### src/rtl/fetch_stage.sv
// Instruction fetch stage: drives the instruction index, captures the returned
// word into the IF/ID register, and handles redirects, decode back-pressure and halt.
module fetch_stage #(
    parameter logic [31:0] PC_RESET  = 32'd0,
    parameter int unsigned MEM_DEPTH = 2
) (
    input  logic        clk,
    input  logic        reset,
    input  logic [31:0] instruction,
    input  logic        branch_taken,
    input  logic [31:0] branch_target,
    input  logic        id_ready,
    output logic [31:0] program_counter,
    output logic        id_valid,
    output logic [31:0] id_instruction,
    output logic [31:0] id_pc,
    output logic        halted,
    output logic [31:0] fetch_count
);

    localparam logic [31:0] DEPTH       = 32'(MEM_DEPTH);
    localparam logic [31:0] LAST_IDX    = 32'(MEM_DEPTH - 1);
    localparam logic        RST_HALTED  = (PC_RESET >= DEPTH);

    logic [31:0] pc_q, pc_d;
    logic        valid_q, valid_d;
    logic [31:0] instr_q, instr_d;
    logic [31:0] idpc_q, idpc_d;
    logic        halted_q, halted_d;
    logic [31:0] count_q, count_d;
    logic        stall;

    // A held word only blocks fetch when there is actually something waiting.
    assign stall = valid_q && !id_ready;

    always_comb begin
        pc_d     = pc_q;
        valid_d  = valid_q;
        instr_d  = instr_q;
        idpc_d   = idpc_q;
        halted_d = halted_q;
        count_d  = count_q;
        if (branch_taken) begin
            pc_d     = branch_target;
            valid_d  = 1'b0;
            halted_d = (branch_target >= DEPTH);
        end else if (!stall) begin
            if (halted_q) begin
                valid_d = 1'b0;
            end else begin
                instr_d = instruction;
                idpc_d  = pc_q;
                valid_d = 1'b1;
                count_d = count_q + 32'd1;
                // The last word parks the index instead of running off the end.
                if (pc_q == LAST_IDX) halted_d = 1'b1;
                else                  pc_d     = pc_q + 32'd1;
            end
        end
    end

    always_ff @(posedge clk or posedge reset) begin
        if (reset) begin
            pc_q     <= PC_RESET;
            valid_q  <= 1'b0;
            instr_q  <= 32'd0;
            idpc_q   <= 32'd0;
            halted_q <= RST_HALTED;
            count_q  <= 32'd0;
        end else begin
            pc_q     <= pc_d;
            valid_q  <= valid_d;
            instr_q  <= instr_d;
            idpc_q   <= idpc_d;
            halted_q <= halted_d;
            count_q  <= count_d;
        end
    end

    assign program_counter = pc_q;
    assign id_valid        = valid_q;
    assign id_instruction  = instr_q;
    assign id_pc           = idpc_q;
    assign halted          = halted_q;
    assign fetch_count     = count_q;

endmodule

### config.mk
export PLATFORM = sky130hd
export DESIGN_NAME = fetch_stage
export DESIGN_NICKNAME = d
export VERILOG_FILES = /design/src/rtl/fetch_stage.sv
export SDC_FILE = /design/constraint.sdc
export NUM_CORES = 1
export LEC_CHECK = 0
export CAP_MARGIN = 20
export CORE_MARGIN = 2
export CORE_UTILIZATION = 46
export DETAILED_ROUTE_END_ITERATION = 8
export PLACE_DENSITY = 0.81
export SYNTH_ARGS = -nofsm -noshare
export SYNTH_HDL_FRONTEND = slang
export SYNTH_SLANG_ARGS = --single-unit
export TNS_END_PERCENT = 10
### constraint.sdc
create_clock -name clk -period 5.13 [get_ports clk]
set_input_delay 1.2825 -clock clk [delete_from_list [all_inputs] [get_ports clk]]
set_output_delay 1.2825 -clock clk [all_outputs]
set_load 0.01 [all_outputs]
==> key figures, run 1 <==
Run status
  – Run status: complete, no violations

Routing
  – Length of routed met2 wiring: 7.70 mm
  – Met3 Wirelength: 1.22 mm
  – DRT antenna net count: 0
  – Vias per cell: 5.49
  – Pre-antenna DRT Iters: 5
  – Vias: 4836
  – Total routed wirelength: 15.8 mm
  – WL per Instance: 18.0 um
  – DRT met1 WL: 6.49 mm
  – Top layer in use: met4
  – Drt drc: 0
  – DR iter-0 viols: 443

Setup path
  – CP top delay family: simple AND/OR/NAND/NOR gates
  – Crit-path slowest cell: nand3_2
  – Worst path depth: 6
  – Crit. End Element: flip-flop
  – WP buf/inv: 2
  – CP max stage delay: 680 ps
  – Critical path, cell by cell: buf_2 > inv_1 > nand3_2 > nor3_1 > nand4_1 > xnor2_1
  – Worst r2r src: halted$_DFFE_PP0P_
  – Reg2Reg Depth: 5
  – Worst path arrival time: 3720 ps
  – Worst EP required: 5430 ps
  – Reg2Reg Setup Slack: 2670 ps
  – Reg2reg end: fetch_count[22]$_DFFE_PP0P_
  – Crit path launch type: primary input
  – Critical path peak fanout: 67
  – Worst Setup Path Type: primary input to flip-flop

Synth
  – Count of different cell masters after synthesis: 35
  – Synth top area share: 55.4%
  – Seq/Total Area, Yosys: 55.4%
  – Syn_nets: 568
  – YS warnings: 0
  – Mux share of post-synthesis cell area: 13.2%
  – Mapped Cells: 497
  – Cell Area, Synth: 5870 um^2
  – FF+latch count, synth: 130
  – Post-Synth Adder-Cell Area: 0.639%
  – Most area-consuming cells after synthesis: dfrtp_1 (55%), mux2_2 (13%), xnor2_1 (4.8%)
  – Cell taking the most area after synthesis: dfrtp_1
  – Synth Area in Compound Gates: 3.09%
  – Largest family of logic cells by synthesized area: simple AND/OR/NAND/NOR gates
  – Synth Area in Simple Gates: 17.0%
  – Synth Area in XOR/XNOR: 8.95%
  – Synthesized area per cell: 11.8 um^2

STA
  – Final Max Slew Viols: 0
  – Setup TNS: 0 ps
  – Max-Slew Margin vs Limit: 30.1%
  – Fin crit period: 3420 ps
  – Min Hold Slack: 473 ps
  – Final Skew: 7.92 ps
  – Final setup violation count: 0
  – Post-route setup slack: 1710 ps
  – Worst Tran Pin Value: 1050 ps
  – Fmax: 292 MHz
  – Fin crit share: 66.7%
  – RSZ-0062 raised after global routing: false
  – Final hold vios: 0

CTS
  – CTS tree: built
  – CTS Buf Count: 17
  – Post-CTS sizing: 0
  – Hold buffers post-CTS: 0
  – Clock sink count: 130
  – Worst-path clk slew: 50 ps
  – Post-CTS Setup Inserts: 0
  – Htree depth: 4
  – CTS max path bufs: 2
  – Clk_lat worst skew: 420 ps
  – Root buf cell: clkbuf_16

Cells and area
  – Share of cells above drive strength 1: 15.4%
  – Layout Nets: 768
  – Final non-filler cell area: 8570 um^2
  – Area Overhead vs Synth: 45.8%
  – Register area: 3250 um^2
  – Filler cells: 984
  – Footprint of the multi-input gates: 2520 um^2

Hold path
  – Hold Crit Class: flip-flop to flip-flop
  – Worst hold stages: 1
  – Hold worst-path end: fetch_count[31]$_DFFE_PP0P_
  – Worst hold start: fetch_count[31]$_DFFE_PP0P_

Die
  – IO Count: 198
  – Die Footprint: 13700 um^2
  – Rows: 41
  – Core Region: 12500 um^2
  – Chip width: 117 um
  – Starting density of the core: 46.9%
  – Die Span Y: 117 um

Place
  – GP Congestion: 0.942
  – IO buf count: 197
  – Worst slack at placement: 1330 ps
  – Placed instance area: 8020 um^2
  – Hpwl dp: 11.6 mm

Flow run
  – Max-cap check violation count: 0

Global route
  – GRT Residual Overflow: 0
  – First-pass GRT wire length: 24.8 mm
  – Initial antenna violation count: 0
  – Total GRT Usage: 23.7%
  – Largest net degree at the start of global routing: 104
  – Vias in the first global route: 4860

Pwr
  – Total power: 2.48 mW
  – Pleak: 3.63 nW
  – Peak supply drop: 175 uV
  – PD cells: 289 nW/um^2
## synthesized netlist by cell type
cell	n
and2_1	5
a21oi_1	1
and3_1	9
xor2_1	28
nor4_2	2
nand4_1	30
nor3_1	10
clkbuf_1	15
and4_1	9
nor2_1	5
or4_4	1
o221ai_1	1
o21ai_0	29
nand3_2	1
and4_2	1
inv_1	6
o21ai_2	1
xnor2_1	32
mux2_2	68
mux2i_1	1
nand3_1	20
nor2b_1	2
or3_1	2
buf_2	5
nor3_2	1
a31oi_1	1
nand2b_1	1
nor4_4	2
or4_1	2
nand2_1	54
o211ai_1	1
dfrtp_1	130
ha_1	3
nor4b_1	1
nor4_1	17
## layer usage
metal | global-route usage [%] | vias to the layer above
met2 | 39.1 | 224
li1 | - | 2196
met1 | 29.6 | 2376
met4 | 10.3 | 0
met5 | 0 | -
met3 | 6.18 | 40
## layout by cell type (no fill, tap or decap), types with 2 or more instances in the layout
cell type        instances
nor3_1                  10
dfrtp_1                130
clkinv_2                 3
o21ai_0                 29
nor2b_1                  2
ha_1                     3
nor4_4                   2
buf_4                    4
and3_1                   9
xor2_1                  28
inv_1                    5
nor2_1                   5
or3_1                    2
clkbuf_8                 4
nor4_2                   2
clkbuf_1                 4
nor4_1                  17
nand2_1                 54
mux2_2                  68
nand3_1                 20
xnor2_1                 32
and4_1                   9
or4_1                    2
clkdlybuf4s50_1        196
nand4_1                 30
and2_1                   5
clkbuf_16               17
## area by class of cell
class                      instances  area share, %
clock buffer                      25           5.78
sequential                       130           38.0
timing repair buffer             201           23.3
antenna                            1         0.0292
clock inverter                     5          0.613
multi-input combinational        341           29.4
tap                              172           2.51
inverter                           6          0.321
## state kept, by name, indices dropped and copies added (netlist names)
signal	cells
id_pc	32
id_valid	1
halted	1
fetch_count	32
program_counter	32
id_instruction	32
## worst max-delay path by stage
stage / to / start / slack (ps)
floorplan: fetch_count[0]$_DFFE_PP0P_ / reset / 380
global placement: fetch_count[27]$_DFFE_PP0P_ / branch_taken / 1460
detailed placement: fetch_count[27]$_DFFE_PP0P_ / branch_taken / 1330
CTS: fetch_count[27]$_DFFE_PP0P_ / branch_taken / 1750
global route: fetch_count[18]$_DFFE_PP0P_ / branch_taken / 1500
finish: fetch_count[22]$_DFFE_PP0P_ / branch_taken / 1710
## worst register-to-register path, stage by stage, from the launching register on
cell,delay [ps]
dfrtp_1,530
inv_1,180
nand3_2,660
nor3_1,640
nand4_1,180
xnor2_1,150
## cell families after synthesis
| family | after synthesis |
|---|---|
| fa+ha+maj | 3 |
| flops | 130 |
| mux | 69 |
| compound gates | 34 |
| xor+xnor | 60 |
| simple gates | 175 |
| buf+inv | 26 |
## through the flow
step,cells,utilization (%)
5_1_grt,880,68.4
2_1_floorplan,497,-
3_3_place_gp,850,64.0
6_report,881,68.4
4_1_cts,880,68.4
3_5_place_dp,850,64.0
## report_power, final
| part | internal, mW | switching [mW] |
|---|---|---|
| registers | 1.06 | 0.0577 |
| clock network | 0.709 | 0.411 |
| logic | 0.139 | 0.0992 |
| total | 1.91 | 0.568 |
Note: power is estimated with default switching activity, not from simulation.
==> inputs of run 2 (changes only) <==
- clock period: 5.13 -> 3.3 ns (I/O delays scaled with it)
==> run 2 against run 1 <==
  * Die area unchanged
  * Power increased by 55%
  * Critical endpoint is now program_counter[27]$_DFFE_PP0P_
  * Highest routed layer unchanged
  * Global-route usage decreased by 0.27 points
  * Critical path depth unchanged
  * Register-to-register slack got worse by 1800 ps
  * Hold slack better by 6.8 ps
  * Cell area rose by 0.58%
  * Via count is 1.9% lower
  * First-iteration DRC count is 13% lower
  * Sequential power is 55% higher
  * Largest cell class unchanged
==> key figures, run 2 (synthesis results as in run 1) <==
Run status
  – Run status: complete, no violations

Place
  – Hpwl dp: 11.6 mm (-0.22%)
  – Placed instance area: 8070 um^2 (+0.67%)
  – GP Congestion: 0.923 (-2.1%)
  – IO buf count: 197 (unchanged)

Setup path
  – Crit path launch type: primary input
  – Reg2Reg Depth: 5 (unchanged)
  – Reg2reg end: program_counter[27]$_DFFE_PP0P_
  – Crit. End Element: flip-flop
  – Reg2Reg Setup Slack: 900 ps (-1770 ps)
  – Worst path arrival time: 2920 ps (-800 ps)
  – Worst r2r src: program_counter[4]$_DFFE_PP0P_
  – Critical path peak fanout: 9 (-87%)
  – Worst Setup Path Type: primary input to flip-flop
  – Worst EP required: 3600 ps (-1830 ps)

STA
  – Final Max Slew Viols: 0 (unchanged)
  – Fin crit period: 2630 ps
  – Setup TNS: 0 ps (unchanged)
  – RSZ-0062 raised after global routing: false
  – Final setup violation count: 0 (unchanged)
  – Fin crit share: 79.6%
  – Worst Tran Pin Value: 912 ps (-137 ps)
  – Min Hold Slack: 480 ps (+6.84 ps)
  – Max-Slew Margin vs Limit: 39.0% (+8.9 points)
  – Fmax: 381 MHz
  – Final hold vios: 0 (unchanged)
  – Final Skew: 11.1 ps (+3.20 ps)

Cells and area
  – Inserted Diodes: 0 (-1)
  – Area Overhead vs Synth: 46.7%
  – Most common cell after layout, fill and taps aside: clkdlybuf4s50_1
  – Filler cells: 999 (+1.5%)
  – Final non-filler cell area: 8620 um^2 (+0.58%)
  – Most frequent cells in the layout: clkdlybuf4s50_1 (196), dfrtp_1 (130), mux2_2 (68)
  – Layout Nets: 772 (+0.52%)
  – Fin util: 68.8% (+0.40 points)
  – Share of cells above drive strength 1: 16.0% (+0.62 points)

Global route
  – Initial antenna violation count: 0 (unchanged)
  – Largest net degree at the start of global routing: 64 (-38%)
  – First-pass GRT wire length: 24.3 mm (-1.8%)
  – GRT Residual Overflow: 0 (unchanged)
  – Total GRT Usage: 23.4% (-0.27 points)
  – Vias in the first global route: 4809 (-1.0%)

CTS
  – Worst-path clk slew: 50 ps (about the same)
  – CTS Buf Count: 17 (unchanged)
  – CTS tree: built
  – Post-CTS sizing: 0 (unchanged)
  – CTS max path bufs: 2 (unchanged)
  – Clock sink count: 130 (unchanged)
  – Htree depth: 4 (unchanged)
  – Root buf cell: clkbuf_16
  – Clk_lat worst skew: 420 ps (about the same)
  – Hold buffers post-CTS: 0 (unchanged)
  – Post-CTS Setup Inserts: 0 (unchanged)

Die
  – Starting density of the core: 46.9% (unchanged)
  – IO Count: 198 (unchanged)
  – Chip width: 117 um (unchanged)
  – Die Footprint: 13700 um^2 (unchanged)
  – Core Region: 12500 um^2 (unchanged)
  – Rows: 41 (unchanged)
  – Die Span Y: 117 um (unchanged)

Routing
  – DRT antenna net count: 0 (unchanged)
  – Drt drc: 0 (unchanged)
  – WL per Instance: 17.5 um (-2.3%)
  – Vias per cell: 5.37 (-2.3%)
  – Pre-antenna DRT Iters: 4 (-1)
  – DR iter-0 viols: 387 (-13%)
  – Vias: 4743 (-1.9%)
  – Total routed wirelength: 15.5 mm (-1.9%)

Hold path
  – Worst hold stages: 1 (unchanged)
  – Hold Crit Class: flip-flop to flip-flop
  – Worst hold start: fetch_count[31]$_DFFE_PP0P_
  – Hold worst-path end: fetch_count[31]$_DFFE_PP0P_

Pwr
  – Peak supply drop: 352 uV (+100%)
  – Pleak: 3.66 nW (+0.82%)
  – Total power: 3.85 mW (+55%)
  – PD cells: 447 nW/um^2 (+54%)

Flow run
  – Max-cap check violation count: 0 (unchanged)
-- run 2: cell types whose count changed in the layout (fill, tap and decap cells not counted) --
cell	previous run	this run
buf_12	0	2
buf_4	4	6
clkbuf_1	4	3
clkinv_2	3	5
diode_2	1	0
inv_6	1	0
-- run 2: worst max path at each step --
stage | from | to | slack, ps
6_report | id_ready | program_counter[27]$_DFFE_PP0P_ | 670
5_1_grt | id_ready | program_counter[27]$_DFFE_PP0P_ | 610
4_1_cts | id_ready | program_counter[27]$_DFFE_PP0P_ | 680
3_5_place_dp | id_ready | program_counter[27]$_DFFE_PP0P_ | 280
3_3_place_gp | id_ready | program_counter[27]$_DFFE_PP0P_ | 510
2_1_floorplan | reset | fetch_count[0]$_DFFE_PP0P_ | 870
-- run 2: per-layer routing --
layer	global-route usage (%)	part of all wire, %	vias up
li1	-	-	2197
met5	0	0	-
met1	29.4	42	2314
met2	38.2	49	205
met4	9.57	2.2	0
met3	7.00	7.7	27
-- run 2: final cells by class --
| cell class | count | area, um^2 | share of cell area [%] |
|---|---|---|---|
| clock buffers | 24 | 492 | 5.71 |
| clock inverters | 6 | 55.1 | 0.639 |
| inverters | 6 | 26.3 | 0.305 |
| multi-input cells | 341 | 2520 | 29.3 |
| flip-flops and latches | 130 | 3250 | 37.8 |
| well taps | 172 | 215 | 2.50 |
| repair buffers | 205 | 2050 | 23.8 |
-- run 2: stage by stage --
| step | worst slack (ps) | std cells |
|---|---|---|
| after floorplan | 866 | 497 |
| after CTS | 684 | 884 |
| after global routing | 612 | 884 |
| after detailed placement | 279 | 854 |
| after global placement | 508 | 854 |
| final | 673 | 884 |
-- run 2: critical path: stages --
cell             delay [ps]
clkdlybuf4s50_1         470
nor2b_1                 170
nor3_1                  690
nand4_1                 260
xnor2_1                 220
mux2_2                  290
-- run 2: power breakdown --
group          leakage (nW)  internal [mW]  switching (mW)
Clock                 0.275           1.10           0.636
Combinational          1.66          0.221           0.153
Sequential             1.72           1.65          0.0890
